## src/rtl/io_switch_input_port_pkg.sv

```systemverilog
// Shared constants for the switch input port: bus window and register offsets.
// Optional debounce is selected with IO_SWITCH_DEBOUNCE_EN (see io_sync_debounce).
package io_port_pkg;

  localparam logic [31:0] IO_BASE_ADDR = 32'h0000_00C0;
  localparam int          IO_SW_WIDTH  = 10;

  localparam logic [1:0] IO_REG_PORT0  = 2'd0;
  localparam logic [1:0] IO_REG_PORT1  = 2'd1;
  localparam logic [1:0] IO_REG_STATUS = 2'd2;
  localparam logic [1:0] IO_REG_RAW    = 2'd3;

endpackage

```

## src/rtl/io_switch_input_port_if.sv

```systemverilog
// CPU data-memory read path into the switch input port.
// Build option IO_SWITCH_DEBOUNCE_EN does not affect this interface.
interface io_switch_input_port_if;

  logic [31:0] addr;
  logic        rd_en;
  logic [31:0] rd_data;

  modport master (
    output addr,
    output rd_en,
    input  rd_data
  );

  modport slave (
    input  addr,
    input  rd_en,
    output rd_data
  );

endinterface

```

## src/rtl/io_switch_input_port_sync_debounce.sv

```systemverilog
// Two-flop synchronizer plus optional debounce (IO_SWITCH_DEBOUNCE_EN).
// commit_o pulses on the edge where stable_o takes a new value.
module io_sync_debounce #(
  parameter int W         = 10,
  parameter int DB_CYCLES = 16
) (
  input  logic         clk_i,
  input  logic         rst_i,
  input  logic [W-1:0] raw_i,
  output logic [W-1:0] stable_o,
  output logic         commit_o
);

  logic [W-1:0] s1_q;
  logic [W-1:0] s2_q;
  logic [W-1:0] stable_q;
  logic [W-1:0] stable_d;

  always_ff @(posedge clk_i) begin
    if (rst_i) begin
      s1_q     <= '0;
      s2_q     <= '0;
      stable_q <= '0;
    end else begin
      s1_q     <= raw_i;
      s2_q     <= s1_q;
      stable_q <= stable_d;
    end
  end

`ifdef IO_SWITCH_DEBOUNCE_EN
  localparam int            CW      = $clog2(DB_CYCLES + 1);
  localparam logic [CW-1:0] CNT_MAX = CW'(DB_CYCLES - 1);

  logic [W-1:0]  prev_q;
  logic [CW-1:0] cnt_q;
  logic [CW-1:0] cnt_d;

  always_ff @(posedge clk_i) begin
    if (rst_i) begin
      prev_q <= '0;
      cnt_q  <= '0;
    end else begin
      prev_q <= s2_q;
      cnt_q  <= cnt_d;
    end
  end

  // Count only while the sampled value holds and differs from stable.
  always_comb begin
    cnt_d    = '0;
    stable_d = stable_q;
    commit_o = 1'b0;
    if (s2_q == prev_q && s2_q != stable_q) begin
      if (cnt_q == CNT_MAX) begin
        stable_d = s2_q;
        commit_o = 1'b1;
      end else begin
        cnt_d = cnt_q + 1'b1;
      end
    end
  end
`else
  localparam int UNUSED_DB_CYCLES = DB_CYCLES;

  always_comb begin
    stable_d = s2_q;
    commit_o = (s2_q != stable_q);
  end
`endif

  assign stable_o = stable_q;

endmodule

```

## src/rtl/io_switch_input_port.sv

```systemverilog
// Memory-mapped switch input port: address decode, read mux, sticky change flag.
// Define IO_SWITCH_DEBOUNCE_EN to enable the debounce counter.
module io_switch_input_port
  import io_port_pkg::*;
#(
  parameter int          SW_WIDTH  = IO_SW_WIDTH,
  parameter int          DB_CYCLES = 16,
  parameter logic [31:0] BASE_ADDR = IO_BASE_ADDR
) (
  input  logic                  clock,
  input  logic                  reset,
  input  logic [SW_WIDTH-1:0]   io_in_sw,
  io_switch_input_port_if.slave bus,
  output logic [SW_WIDTH-1:0]   sw_stable,
  output logic                  sw_changed
);

  logic [31:0] rd_q;
  logic [31:0] rd_d;
  logic        chg_q;
  logic        chg_d;
  logic        commit;
  logic        hit;
  logic        clr;
  logic [1:0]  off;
  logic [31:0] raw_w;
  logic        unused_addr;

  io_sync_debounce #(
    .W         (SW_WIDTH),
    .DB_CYCLES (DB_CYCLES)
  ) u_sync (
    .clk_i    (clock),
    .rst_i    (reset),
    .raw_i    (io_in_sw),
    .stable_o (sw_stable),
    .commit_o (commit)
  );

  assign raw_w       = 32'(sw_stable);
  assign off         = bus.addr[3:2];
  assign hit         = bus.rd_en && (bus.addr[31:4] == BASE_ADDR[31:4]);
  assign unused_addr = ^bus.addr[1:0];

  // A commit on the same edge as a status read leaves the flag set.
  always_comb begin
    rd_d = rd_q;
    clr  = 1'b0;
    if (hit) begin
      unique case (1'b1)
        off == IO_REG_PORT0:  rd_d = {27'b0, raw_w[4:0]};
        off == IO_REG_PORT1:  rd_d = {27'b0, raw_w[9:5]};
        off == IO_REG_STATUS: begin
          rd_d = {31'b0, chg_q};
          clr  = 1'b1;
        end
        default:              rd_d = raw_w;
      endcase
    end
    chg_d = commit | (chg_q & ~clr);
  end

  always_ff @(posedge clock) begin
    if (reset) begin
      rd_q  <= '0;
      chg_q <= 1'b0;
    end else begin
      rd_q  <= rd_d;
      chg_q <= chg_d;
    end
  end

  assign bus.rd_data = rd_q;
  assign sw_changed  = chg_q;

endmodule
```

## src/flat_wrapper.sv

```systemverilog
// flat-port wrapper written by rule: the top's interface ports become plain ports
module io_switch_input_port_flat import io_port_pkg::*;
#(
  parameter int          SW_WIDTH  = IO_SW_WIDTH,
  parameter int          DB_CYCLES = 16,
  parameter logic [31:0] BASE_ADDR = IO_BASE_ADDR
)
  (clock, reset, io_in_sw, sw_stable, sw_changed, bus_addr, bus_rd_en, bus_rd_data);
  io_switch_input_port_if bus_i ();
  input  logic clock;
  input  logic reset;
  input  logic [SW_WIDTH-1:0] io_in_sw;
  output logic [SW_WIDTH-1:0] sw_stable;
  output logic sw_changed;
  input wire logic [$bits(bus_i.addr)-1:0] bus_addr;
  input wire logic [$bits(bus_i.rd_en)-1:0] bus_rd_en;
  output wire logic [$bits(bus_i.rd_data)-1:0] bus_rd_data;
  assign bus_i.addr = bus_addr;
  assign bus_i.rd_en = bus_rd_en;
  assign bus_rd_data = bus_i.rd_data;
  io_switch_input_port #(.SW_WIDTH(SW_WIDTH), .DB_CYCLES(DB_CYCLES), .BASE_ADDR(BASE_ADDR)) u_core (.clock(clock), .reset(reset), .io_in_sw(io_in_sw), .bus(bus_i), .sw_stable(sw_stable), .sw_changed(sw_changed));
endmodule
```

## config.mk

```make
export PLATFORM = sky130hd
export DESIGN_NAME = io_switch_input_port_flat
export DESIGN_NICKNAME = d
export VERILOG_FILES = /design/src/rtl/io_switch_input_port_pkg.sv /design/src/rtl/io_switch_input_port_if.sv /design/src/rtl/io_switch_input_port_sync_debounce.sv /design/src/rtl/io_switch_input_port.sv /design/src/flat_wrapper.sv
export SDC_FILE = /design/constraint.sdc
export NUM_CORES = 1
export LEC_CHECK = 0
export ABC_AREA = 0
export BUFFER_PORTS_ARGS = -buffer_cell sky130_fd_sc_hd__buf_4
export CAP_MARGIN = 20
export CORE_UTILIZATION = 40
export CTS_BUF_LIST = sky130_fd_sc_hd__clkbuf_4 sky130_fd_sc_hd__clkbuf_8
export DETAILED_ROUTE_END_ITERATION = 6
export PLACE_DENSITY = 0.72
export SYNTH_ARGS = -nofsm -noshare
export SYNTH_HDL_FRONTEND = slang
export SYNTH_SLANG_ARGS = --single-unit
```

## constraint.sdc

```tcl
create_clock -name clock -period 2.35 [get_ports clock]
set_clock_uncertainty 0.2 [all_clocks]
set_input_delay 0.47 -clock clock [delete_from_list [all_inputs] [get_ports clock]]
set_output_delay 0.47 -clock clock [all_outputs]
set_load 0.1 [all_outputs]
```

Yosys cells after proc, flatten, opt, wreduce, memory -nomap -nowiden
Index checks and enable logic that the tools add are counted.
{ "op_classes": {"n_reduce_logical": 2, "muxes": 3, "n_eq_ne": 4, "n_bitwise": 3} }
{ "ops": {"columns": ["op", "n"], "rows": [
  ["$pmux 10 s3", 1],
  ["$eq 28x4->1 const B", 1],
  ["$ne 10x10->1", 1],
  ["$eq 2x1->1 const B", 1],
  ["$eq 2x2->1 const B", 1],
  ["$logic_not 2->1", 1],
  ["$mux 1", 2],
  ["$and 1x1->1", 1],
  ["$logic_and 1x1->1", 1],
  ["$not 1->1", 1],
  ["$or 1x1->1", 1]
]} }
{ "word_totals": {"input_bits": 45, "reg_bits": 63} }

Longest topological paths before layout
{ "depth": {"word_depth": 6, "depth_mapped": 5} }

Modules after synthesis
From an unflattened synthesis, not the netlist that was laid out.
{ "unflattened": {"hier_cells": 175, "area_unflattened_um2": 1825.5} }
{ "modules_own_cells": {"columns": ["module", "seq_area_each_um2", "instances", "cells_each", "area_each_um2"], "rows": [
  ["io_switch_input_port", 220.2, 1, 99, 915.9],
  ["io_sync_debounce", 600.6, 1, 76, 909.6]
]} }

Worst setup path after synthesis
Ideal clock, no wire load.
{ "synth_path": {"kind": "reg-to-reg", "start": "register u_core.u_sync.stable_q[2] (netlist: u_core.u_sync.stable_o[2])", "end": "register u_core.chg_q (netlist: u_core.sw_changed)", "setup_slack_ps": 441, "period_less_slack_ps": 1909, "setup_ps": 132, "required_time_ps": 2018, "path_buffers": 0, "arrival_ps": 1577, "path_stages_with_launch": 5, "cell_sequence": "dfxtp_1 -> xnor2_1 -> nand4_1 -> nor4_1 -> a21oi_1"} }
{ "synth_via": {"elab_chain_len": 2} }
{ "synth_rtl": {"columns": ["element", "line", "source"], "rows": [
  ["start: declaration", "io_switch_input_port_sync_debounce.sv:16", "logic [W-1:0] stable_q;"],
  ["start signal: assignment", "io_switch_input_port_sync_debounce.sv:27", "stable_q <= stable_d;"],
  ["$ne 10x10->1", "io_switch_input_port_sync_debounce.sv:68", "commit_o = (s2_q != stable_q);"],
  ["$or 1x1->1", "io_switch_input_port.sv:60", "chg_d = commit | (chg_q & ~clr);"],
  ["end signal: assignment", "io_switch_input_port.sv:69", "chg_q <= chg_d;"],
  ["end: declaration", "io_switch_input_port.sv:20", "logic chg_q;"]
]} }
Every way passes these cells.
A chain may end at the register's enable or synchronous reset.

Worst setup path after layout
{ "layout_path": {"start": "register u_core.u_sync.stable_q[4] (netlist: u_core.u_sync.stable_o[4])", "end": "output sw_stable[4]"} }
{ "layout_lines": {"columns": ["element", "line", "source"], "rows": [
  ["end: declaration", "flat_wrapper.sv:13", "output logic [SW_WIDTH-1:0] sw_stable;"]
]} }
No word-level cell between the ends.

==> run summary <==
The flow ran to the end, and the final reports show no timing, DRC or antenna violations. Across all register-to-register paths, the minimum setup slack is 1.01 ns. By startpoint and endpoint, the worst setup path is classified as reg2out. The last weighted congestion value of the routability-driven placer is 0.738.

For this block, the initial DRC count from the detailed router was 60. The worst setup path is captured at an output port. The number of placement rows is 23.

The peak supply drop came out at 270 uV. Traced cell by cell, the critical path runs through buf_4. The Yosys step of the flow raised 0 warnings. In the finished design, the share of the clock period the worst path needs comes to 0.732. The unique cell type count in the Yosys netlist is 25. The TritonCTS sink count came out at 41.

The global router's overall resource usage came out at 0.147. The residual antenna-violating net count after detailed routing came out at 0. In this run the worst hold path is classified as in2reg. For the worst flop-to-flop path, the logic depth is 4. The average instance area after synthesis came out at 9.96 sq um. Before antenna repair, the detailed router went through 4 iterations. The residual DRC count came out at 0. The portion of synthesized cell area occupied by the leading cell type came out at 0.471. After clock tree synthesis, the clock-pin slew on the worst setup and hold paths is 0.07 ns.

The total count of max-transition violations in the final report is 0. The top fanout value on the critical path came out at 4. Data arrives at the worst endpoint at 1.05 ns. The total vias in the final route is 1375. The kind of cell adding the most delay to the critical path is flip-flops. The die covers 4630 sq um.

The wire length of the first global-routing pass is 5070 um. The layout-stage area growth over the synthesis result came out at 28.9%. The floorplan step defined a core boundary enclosing 4090 sq um.

The routed length per instance is 11.0 um. The number of buffer and inverter instances along the worst setup path came out at 1. The tool flagged a number of max-cap violations equal to 0.

The overflow left after global routing is 0. The number of global-route vias before repair came out at 1197. The initial core utilization is 0.427. For the worst-skew pair, the clock arrives at the later sink with an insertion delay of 0.28 ns.

The final design area excluding fillers came out at 2250 sq um. Port buffering added 63 buffers. The data required time at the worst endpoint is 1.68 ns.

The accumulated negative setup slack came out at 0 ns. The total power density per cell area is 671 nW/um^2. The vertical die dimension is 68.0 um. After detailed routing, the number of vias per cell comes to 4.79. For this block, the routed nets add up to 3170 um of wire. The quantity of hold-fixing buffers added after cts came out at 0. The total number of H-tree levels came out at 2. TritonCTS built the clock tree. The achievable frequency came out at 582 MHz. The number of ports placed on the die boundary came out at 88. The logic depth of the worst path, buffers included is 1. In the synthesized netlist the dominant register cell turns out to be sky130_fd_sc_hd__dfxtp_1. The maximum number of pins on one net before global-route repair came out at 42.

The number of flip-flops and latches in the synthesized netlist is 41. The standard cell area after detailed placement is 2150 sq um. After detailed placement, the design holds a cell count of 279.

The startpoint type of the worst setup path is a flip-flop. The post-synthesis instance area came out at 1740 sq um. The worst path needs 1.72 ns of the cycle, external delays included. The count of final hold-check violations is 0. The layout cell share with drive strength beyond 1 is 0.338. The number of nets at the end of the flow is 281.

By count the netlist is led by sky130_fd_sc_hd__dfxtp_1 (41), sky130_fd_sc_hd__nor2b_1 (30), sky130_fd_sc_hd__buf_4 (25). Yosys attributes the largest share of cell area to sky130_fd_sc_hd__dfxtp_1 (47%), sky130_fd_sc_hd__buf_4 (11%), sky130_fd_sc_hd__nor2b_1 (11%), sky130_fd_sc_hd__xnor2_1 (4.0%), sky130_fd_sc_hd__nand4_1 (3.6%). The portion of the post-synthesis area used by sequential elements came out at 0.471.

The final count of negative-setup-slack endpoints is 0. Among all cell types in the netlist, the one instantiated most often is sky130_fd_sc_hd__dfxtp_1. The count of inserted antenna diode cells is 0. The overall power consumption came out at 1.51 mW. The critical path's largest stage delay came out at 0.44 ns. Counting flops with an async set or reset pin after synthesis yields a share of 0. The synthesized design contains 0 enable-type register cells.

The number of antenna violations at the first check in global routing came to 0. The number of buffers created by CTS came out at 5. The post-cts sizing count is 0. Setup repair after global routing left no endpoint under its margin. The total half-perimeter wirelength after legalization and detailed placement came out at 2350 um. The tree is rooted in a sky130_fd_sc_hd__clkbuf_8. Summed over all instances, the cell type with the most area after synthesis is sky130_fd_sc_hd__dfxtp_1.

The die width is 68.0 um. The worst hold path cell count is 2. The final standard cell count with taps included and fillers excluded is 287. The static leakage came out at 0.967 nW. The cell count after synthesis came out at 175. The number of buffers between clock root and the deepest sink is 2.

The standard cell with the maximum stage delay on the critical path is sky130_fd_sc_hd__dfxtp_1. The number of buffers inserted by post-CTS setup repair is 0.
power by group:
part	switching, mW	internal [mW]	leakage (nW)	total, mW
clock network	0.225	0.233	0.0453	0.458
logic	0.239	0.0796	0.586	0.318
registers	0.0138	0.716	0.336	0.730
worst register-to-register path: stages (launching register included):
cell                      delay (ns)
sky130_fd_sc_hd__dfxtp_1        0.42
sky130_fd_sc_hd__xnor2_1        0.14
sky130_fd_sc_hd__nand4_1        0.11
sky130_fd_sc_hd__nor4_1         0.25
sky130_fd_sc_hd__a21oi_1        0.09
logic make-up (layout without fill, tap and decap cells):
logic type / after synthesis / after routing / synth area share
AO/OA/AOI/OAI: 22 / 22 / 0.0890
XOR/XNOR: 10 / 10 / 0.0503
buffers and inverters: 33 / 74 / 0.127
flip-flops: 41 / 41 / 0.471
multiplexers: 6 / 6 / 0.0345
other: 1 / 22 / 0.00215
AND/OR/NAND/NOR: 62 / 62 / 0.226
per-layer routing:
layer  GRT usage  part of all wire
met5           0                 0
met4      0.0573            0.0085
met3      0.0567             0.099
met2       0.250              0.47
met1       0.163              0.42
cell usage in the layout, fill, tap and decap left out, drive strengths merged:
cell type   n
nor2b      30
mux2i       6
and4        2
and2        1
a2111oi     4
buf        65
a21oi      11
xnor2       8
nor4b       1
clkinvlp    1
xor2        2
nor4        5
nor3        5
dfxtp      41
o21ai       6
nand2       2
conb       22
clkbuf      7
nand4      10
nor2        5
nor4bb      1
inv         1
o41ai       1
sequential cells by signal, summed over array words and instances, names as in the netlist:
name	cells
u_core.sw_changed	1
u_core.u_sync.s2_q	10
u_core.bus.rd_data	10
u_core.u_sync.s1_q	10
u_core.u_sync.stable_o	10
stage by stage:
| stage | hold WS (ns) | utilization | setup WS [ns] |
|---|---|---|---|
| after floorplan | 0.214 | - | 0.441 |
| after global placement | 0.219 | 0.527 | 0.361 |
| after detailed placement | 0.222 | 0.527 | 0.345 |
| after CTS | 0.182 | 0.550 | 0.628 |
| after global routing | 0.173 | 0.550 | 0.492 |
| final | 0.191 | 0.550 | 0.631 |
worst paths after layout:
path	start	endpoint
setup / recovery	u_core.u_sync.stable_o[4]	sw_stable[4]
hold / removal	io_in_sw[9]	u_core.u_sync.s1_q[9]
setup reg to reg	u_core.u_sync.stable_o[7]	u_core.sw_changed
hold reg to reg	u_core.u_sync.s1_q[8]	u_core.u_sync.s2_q[8]
layout make-up:
type                       count  area, sq um
clock inverter                 1         7.51
inverter                       1         3.75
tap                           50         62.6
sequential                    41          821
multi-input combinational    122          779
clock buffer                   7         83.8
timing repair buffer          65          488
fill                         374         1840
Note: power is estimated with default switching activity, not from simulation.
